File: src/rtl/multi_ch_avg_sampler.sv
// Averaging sampler for NUM_CH MCP3201-class 12-bit SPI ADCs that share SCLK and CS_n.
// Define SAMPLER_PEAK_EN to add peak_out, the per-channel maximum code within each block.
`timescale 1ns/1ps
module multi_ch_avg_sampler #(
  parameter int NUM_CH       = 2,
  parameter int LOG2_SAMPLES = 5,
  parameter int CLK_DIV      = 2,
  parameter int CS_IDLE      = 4
) (
  input  logic                 clk,
  input  logic                 rst_n,
  input  logic                 start,
  input  logic                 cont,
  output logic                 busy,
  output logic                 new_data,
  output logic [NUM_CH*12-1:0] data_out,
`ifdef SAMPLER_PEAK_EN
  output logic [NUM_CH*12-1:0] peak_out,
`endif
  input  logic [NUM_CH-1:0]    miso,
  output logic                 sclk,
  output logic                 cs_n
);

  localparam int ACC_W = 12 + LOG2_SAMPLES;
  localparam int CNT_W = LOG2_SAMPLES + 1;
  localparam int DIV_W = $clog2(CLK_DIV + 1);
  localparam int GAP_W = $clog2(CS_IDLE + 1);
  localparam logic [CNT_W-1:0] LAST_SAMPLE = CNT_W'((1 << LOG2_SAMPLES) - 1);
  localparam logic [DIV_W-1:0] DIV_LAST    = DIV_W'(CLK_DIV - 1);
  localparam logic [GAP_W-1:0] GAP_LAST    = GAP_W'(CS_IDLE - 1);
  localparam logic [4:0]       HALF_LAST   = 5'd29;

  typedef enum logic [1:0] {IDLE, FRAME, GAP, DONE} state_t;

  state_t           state;
  logic [DIV_W-1:0] div_cnt;
  logic [4:0]       half_cnt;
  logic [GAP_W-1:0] gap_cnt;
  logic [CNT_W-1:0] sample_cnt;
  logic [11:0]      shreg [NUM_CH];
  logic [ACC_W-1:0] acc   [NUM_CH];

  // The shift registers keep only the newest 12 bits, so after 15 captures they hold D11..D0.
  always_ff @(posedge clk or negedge rst_n) begin
    if (!rst_n) begin
      state      <= IDLE;
      cs_n       <= 1'b1;
      sclk       <= 1'b0;
      busy       <= 1'b0;
      new_data   <= 1'b0;
      data_out   <= '0;
      div_cnt    <= '0;
      half_cnt   <= '0;
      gap_cnt    <= '0;
      sample_cnt <= '0;
      for (int k = 0; k < NUM_CH; k++) begin
        shreg[k] <= '0;
        acc[k]   <= '0;
      end
    end else begin
      new_data <= 1'b0;
      case (state)
        IDLE: begin
          if (start) begin
            for (int k = 0; k < NUM_CH; k++) acc[k] <= '0;
            sample_cnt <= '0;
            div_cnt    <= '0;
            half_cnt   <= '0;
            cs_n       <= 1'b0;
            busy       <= 1'b1;
            state      <= FRAME;
          end
        end
        FRAME: begin
          if (div_cnt == DIV_LAST) begin
            div_cnt <= '0;
            if (half_cnt == HALF_LAST) begin
              half_cnt   <= '0;
              cs_n       <= 1'b1;
              sclk       <= 1'b0;
              gap_cnt    <= '0;
              sample_cnt <= sample_cnt + 1'b1;
              for (int k = 0; k < NUM_CH; k++) acc[k] <= acc[k] + ACC_W'(shreg[k]);
              state <= (sample_cnt == LAST_SAMPLE) ? DONE : GAP;
            end else begin
              half_cnt <= half_cnt + 5'd1;
              sclk     <= ~sclk;
              if (!sclk) begin
                for (int k = 0; k < NUM_CH; k++) shreg[k] <= {shreg[k][10:0], miso[k]};
              end
            end
          end else begin
            div_cnt <= div_cnt + 1'b1;
          end
        end
        GAP: begin
          if (gap_cnt == GAP_LAST) begin
            cs_n     <= 1'b0;
            div_cnt  <= '0;
            half_cnt <= '0;
            state    <= FRAME;
          end else begin
            gap_cnt <= gap_cnt + 1'b1;
          end
        end
        DONE: begin
          // Top 12 accumulator bits are the truncated average (acc >> LOG2_SAMPLES).
          for (int k = 0; k < NUM_CH; k++) data_out[12*k +: 12] <= acc[k][ACC_W-1 -: 12];
          new_data <= 1'b1;
          if (cont) begin
            for (int k = 0; k < NUM_CH; k++) acc[k] <= '0;
            sample_cnt <= '0;
            gap_cnt    <= '0;
            state      <= GAP;
          end else begin
            busy  <= 1'b0;
            state <= IDLE;
          end
        end
        default: state <= IDLE;
      endcase
    end
  end

`ifdef SAMPLER_PEAK_EN
  logic [11:0] peak [NUM_CH];

  // Peak tracker follows the accumulator lifecycle: cleared at block start, published in DONE.
  always_ff @(posedge clk or negedge rst_n) begin
    if (!rst_n) begin
      peak_out <= '0;
      for (int k = 0; k < NUM_CH; k++) peak[k] <= '0;
    end else begin
      case (state)
        IDLE: begin
          if (start) begin
            for (int k = 0; k < NUM_CH; k++) peak[k] <= '0;
          end
        end
        FRAME: begin
          if (div_cnt == DIV_LAST && half_cnt == HALF_LAST) begin
            for (int k = 0; k < NUM_CH; k++) begin
              if (shreg[k] > peak[k]) peak[k] <= shreg[k];
            end
          end
        end
        DONE: begin
          for (int k = 0; k < NUM_CH; k++) peak_out[12*k +: 12] <= peak[k];
          if (cont) begin
            for (int k = 0; k < NUM_CH; k++) peak[k] <= '0;
          end
        end
        default: ;
      endcase
    end
  end
`else
  // Without the peak tracker, frame codes feed only the accumulators.
`endif

endmodule

File: config.mk
export PLATFORM = sky130hd
export DESIGN_NAME = multi_ch_avg_sampler
export DESIGN_NICKNAME = d
export VERILOG_FILES = /design/src/rtl/multi_ch_avg_sampler.sv
export SDC_FILE = /design/constraint.sdc
export NUM_CORES = 1
export LEC_CHECK = 0
export CORE_MARGIN = 4
export CORE_UTILIZATION = 52
export DETAILED_ROUTE_END_ITERATION = 6
export PLACE_DENSITY = 0.71
export SYNTH_ARGS = -nofsm -noshare
export SYNTH_HDL_FRONTEND = slang
export SYNTH_SLANG_ARGS = --single-unit
export TNS_END_PERCENT = 100
File: constraint.sdc
create_clock -name clk -period 2.8 [get_ports clk]
set_input_delay 0.56 -clock clk [delete_from_list [all_inputs] [get_ports clk]]
set_output_delay 0.56 -clock clk [all_outputs]
set_load 0.05 [all_outputs]
After elaboration in Yosys (flattened, before gate mapping)
Index checks and enable logic that the tools add are counted.
{ "op_classes": {"n_addsub": 6, "n_mul": 0, "div": 0, "n_lt_le_gt_ge": 0, "eq_ne": 14, "shifts": 0, "mux": 41, "bitwise_logic": 2, "n_reduce_logical": 14} }
{ "op_table": {"columns": ["op", "n"], "rows": [
  ["$mux 34", 4],
  ["$pmux 34 s3", 1],
  ["$add 17x12->17", 2],
  ["$mux 6", 4],
  ["$mux 5", 4],
  ["$pmux 6 s3", 1],
  ["$mux 2", 8],
  ["$pmux 5 s3", 1],
  ["$reduce_and 5->1", 3],
  ["$ne 2x2->1 const B", 7],
  ["$mux 3", 4],
  ["$reduce_and 4->1", 3],
  ["$mux 1", 9],
  ["$pmux 3 s3", 1],
  ["$reduce_bool 3->1", 3],
  ["$pmux 2 s4", 1],
  ["$add 6x1->6 const B", 1],
  ["$eq 6x5->1 const B", 1],
  ["$pmux 2 s3", 1],
  ["$reduce_and 3->1", 2],
  ["$add 5x1->5 const B", 1],
  ["$eq 5x5->1 const B", 1],
  ["$eq 2x1->1 const B", 2],
  ["$eq 2x2->1 const B", 2],
  ["other kinds (9)", 10]
]} }
{ "totals": {"regBits": 104, "latchBits": 0, "ram_bits": 0, "romBits": 0, "inputBits": 6, "word_cells": 91, "n_memories": 0} }

Depth between registers and ports, before layout
{ "depth": {"depth_word": 5, "depth_mapped": 10, "depth_no_buf": 10} }

Worst setup path before layout
Ideal clock, no wire load.
{ "synth_timing": {"path_kind": "register to register", "start": "register shreg[12] in the netlist's numbering", "end": "register acc[31] in the netlist's numbering", "arrival_ns": 2.342, "required_ns": 2.731, "setup_slack_ns": 0.389, "path_stages_with_launch": 11, "period_less_slack_ns": 2.411, "path_cell_list": "dfrtp_1 ha_1 inv_1 fa_1 and2b_2 o211ai_4 a31oi_4 a31oi_1 o21a_1 or4_1 nand3_1"} }
{ "synth_via": {"elab_chain_len": 4} }
{ "synth_lines": {"columns": ["element", "line", "text"], "rows": [
  ["from (decl)", "41", "logic [11:0] shreg [NUM_CH];"],
  ["from (signal, indexed assignment)", "58", "shreg[k] <= '0;"],
  ["$add 17x12->17", "84", "for (int k = 0; k < NUM_CH; k++) acc[k] <= acc[k] + ACC_W'(shreg[k]);"],
  ["$mux 34", "78", "if (half_cnt == HALF_LAST) begin"],
  ["$mux 34", "76", "if (div_cnt == DIV_LAST) begin"],
  ["$pmux 34 s3", "63", "case (state)"],
  ["to (signal, indexed assignment)", "59", "acc[k] <= '0;"],
  ["to (decl)", "42", "logic [ACC_W-1:0] acc [NUM_CH];"]
]} }
Every way passes these cells. The select of a mux whose other input is x is not followed.
A chain may end at the register's enable or synchronous reset.

Final worst setup path
Ends and elaborated chain as after synthesis.

==> impl_metrics.toml <==
[outcome]
status = "completed"

[route]
dr.first_iter.drc_count = 165
via_per_inst = 5.67
routedWlPerCell_um = 15.2
drt_first_pass_iters = 4
drcViolationCount = 0
drt-total-wl_um = 10300
ant_nets = 0
detailroute.via_count = 3828

[sta]
final.min_clock_period_ps = 2590
finalSetupViolations = 0
post-route-period-util = 0.926
setup_tns_final_ps = 0
slew_violations = 0
maxClockFrequency_mhz = 386
fin_worst_skew_ps = 16.2
slew_headroom = 0.530
worstMarginPinSlew_ps = 705
final_hold_viol_count = 0
grt_setup_unrepaired = "no"

[setup_path]
crit_path_start_kind = "register"
crit_path_arrival_time_ps = 2880
worstSetupEndpointType = "register"
path_max_fanout = 6
timing_worst_setup_path_type = "reg2reg"
timing.critical_path.required_ps = 3090

[finish]
insertedDiodeCount = 0
post_route_cells_drive_above_1_share = 0.118
area_growth_syn_to_layout_pct = 14.7
utilization = 0.615
layout.filler_cells = 847
design.final.nets = 575

[synthesis]
synth.ff_latch_count = 104
synth_top_cells_by_area = "dfrtp_1, ha_1, mux2_2, mux2_1, nand2_1"
yosysTopAreaCellShare = 0.490
ys_top_cells_by_count = "dfrtp_1, nand2_1, o21ai_0"
syn-instance-count = 494
post_synth_instance_area_um2 = 5260
seq_area_frac_synth = 0.495
postSynth.topFlopCell = "dfrtp_1"
yosys_warnings = 0
synth.distinct_cells = 55
synthMostInstantiatedCell = "dfrtp_1"
synthArstFlopShare = 1.00
net_count_after_synthesis = 531
synth_top_cell_by_area = "dfrtp_1"
synth_area_per_cell_um2 = 10.7
synth-edff-count = 0

[floorplan]
num_io_pins = 34
placementRows = 36
die-height_um = 109
starting_density_of_the_core = 0.536
die-area_um2 = 11800
die_x_um = 109
floorplan.core_area_um2 = 9820

[clocking]
cts_max_path_bufs = 2
clkTransAtPathRegs_ps = 100
cts_tree = "built"
ctsResizeCount = 0
clock_sink_count = 104
cts-hold-fix-buffers = 0
postCtsSetupRepairBufs = 0
cts_buffers = 9
cts_max_level = 3
worstSkewPairLatency_ps = 360
clockRootBuffer = "clkbuf_8"

[grt]
gr-usage-all-layers = 0.191
number_of_global_route_vias_before_repair = 3783
grt-ovfl-total = 0
number_of_antenna_violations_at_the_first_check_in_global_routing = 0
grt_pass1_wl_um = 17900
grt_start_max_net_pins = 51

[pwr]
max-vdd-ir-drop_mv = 0.267
cellLeakagePower_nw = 2.74
power_per_cell_area_nw_per_um2 = 447

[placement]
io_buffer_count = 33
dp_hpwl_um = 7520
gp_routability_congestion = 0.860

[worst_hold_path]
hold_path_class = "in2async"

[run]
maxCapViolations = 0
## registers in the layout (all words and copies together), names as in the netlist
name,flops
cs_n,1
busy,1
state,2
shreg,24
acc,34
new_data,1
half_cnt,5
sclk,1
div_cnt,2
sample_cnt,6
data_out,24
gap_cnt,3
## per-stage QoR
step	instance area (um2)	hold WS, ps	cells	total power (W)	setup slack, ps
2_1_floorplan	5260	264	494	0.00169	389
5_1_grt	6040	239	675	0.00282	35.0
4_1_cts	6040	230	675	0.00273	211
3_3_place_gp	5830	468	660	0.00176	292
3_5_place_dp	5830	483	660	0.00176	245
6_report	6040	202	675	0.00270	208
## cell families (layout without fill, tap and decap cells)
kind of cell / after synthesis / count (layout) / synth area share
and+or+nand+nor: 135 / 135 / 0.122
DFF: 104 / 104 / 0.495
xor gates and xnor gates: 19 / 19 / 0.0316
muxes: 48 / 48 / 0.102
AOI/OAI and AO/OA: 126 / 126 / 0.148
adders and majority gates: 31 / 31 / 0.0765
buffers and inverters: 31 / 79 / 0.0240
## cell type report
cell class,instances,area [um2],share of cell area
Clock buffer,13,169,0.0280
Timing Repair Buffer,47,458,0.0759
Clock inverter,2,37.5,0.00622
Sequential cell,104,2600,0.431
Inverter,17,63.8,0.0106
Multi-Input combinational cell,359,2540,0.420
Tap cell,133,166,0.0276
## worst max-delay path: stages (launching register included)
cell and delay (ps):
dfrtp_1 370, ha_1 170, inv_1 50, fa_1 390
and2b_2 260, o211ai_4 90, a31oi_4 210, a31oi_1 150
o21a_1 270, or4_1 470, nand3_1 100
## power by group
group / switching (W) / internal (W)
combinational: 0.000114 / 0.0000794
clock: 0.000480 / 0.000483
sequential: 0.0000171 / 0.00152
## metal layers
layer | GRT usage | routed length, um | vias up
met3 | 0.0296 | 290 | 18
met4 | 0.0658 | 199 | 0
met5 | 0 | 0 | -
met2 | 0.318 | 5040 | 52
met1 | 0.255 | 4760 | 1895
li1 | - | - | 1863
## worst paths after layout
kind / startpoint / endpoint / slack (ps) / depth (start not counted)
max: shreg[12]$_DFFE_PN0P_ / acc[31]$_DFFE_PN0P_ / 210 / 10
min: rst_n / acc[16]$_DFFE_PN0P_ / 200 / 1
max reg2reg: shreg[12]$_DFFE_PN0P_ / acc[31]$_DFFE_PN0P_ / 210 / 10
min reg2reg: div_cnt[0]$_DFFE_PN0P_ / div_cnt[0]$_DFFE_PN0P_ / 490 / 1
max in group asynchronous: rst_n / cs_n$_DFFE_PN1P_ / 1870 / 2
min in group clk: div_cnt[0]$_DFFE_PN0P_ / div_cnt[0]$_DFFE_PN0P_ / 490 / 1
## cells in the final DEF, fill, tap and decap left out, types with 2 or more instances in the layout
cell | netlist | final
dfrtp_1 | 103 | 103
nand2_1 | 57 | 57
o21ai_0 | 41 | 41
clkdlybuf4s50_1 | 0 | 32
a21oi_1 | 32 | 31
ha_1 | 29 | 29
mux2_2 | 28 | 28
mux2_1 | 19 | 19
nor2_1 | 18 | 18
inv_1 | 17 | 17
nand3_1 | 15 | 15
buf_4 | 2 | 13
clkbuf_8 | 0 | 12
xor2_1 | 11 | 11
nand2b_1 | 8 | 8
xnor2_1 | 8 | 8
a21o_1 | 8 | 8
nand4_1 | 8 | 8
nor2b_1 | 7 | 7
o21ai_1 | 7 | 7
nor3_1 | 6 | 6
a31oi_1 | 5 | 5
and3_1 | 4 | 4
a22o_1 | 4 | 4
o211ai_1 | 4 | 4
o31ai_1 | 4 | 4
o22ai_1 | 3 | 3
and4_1 | 2 | 2
and2_1 | 2 | 2
o21a_1 | 2 | 2
or4_1 | 2 | 2
a22oi_1 | 2 | 2
a41oi_1 | 2 | 2
fa_1 | 2 | 2
buf_12 | 0 | 2
(Power assumes the default switching activity.)
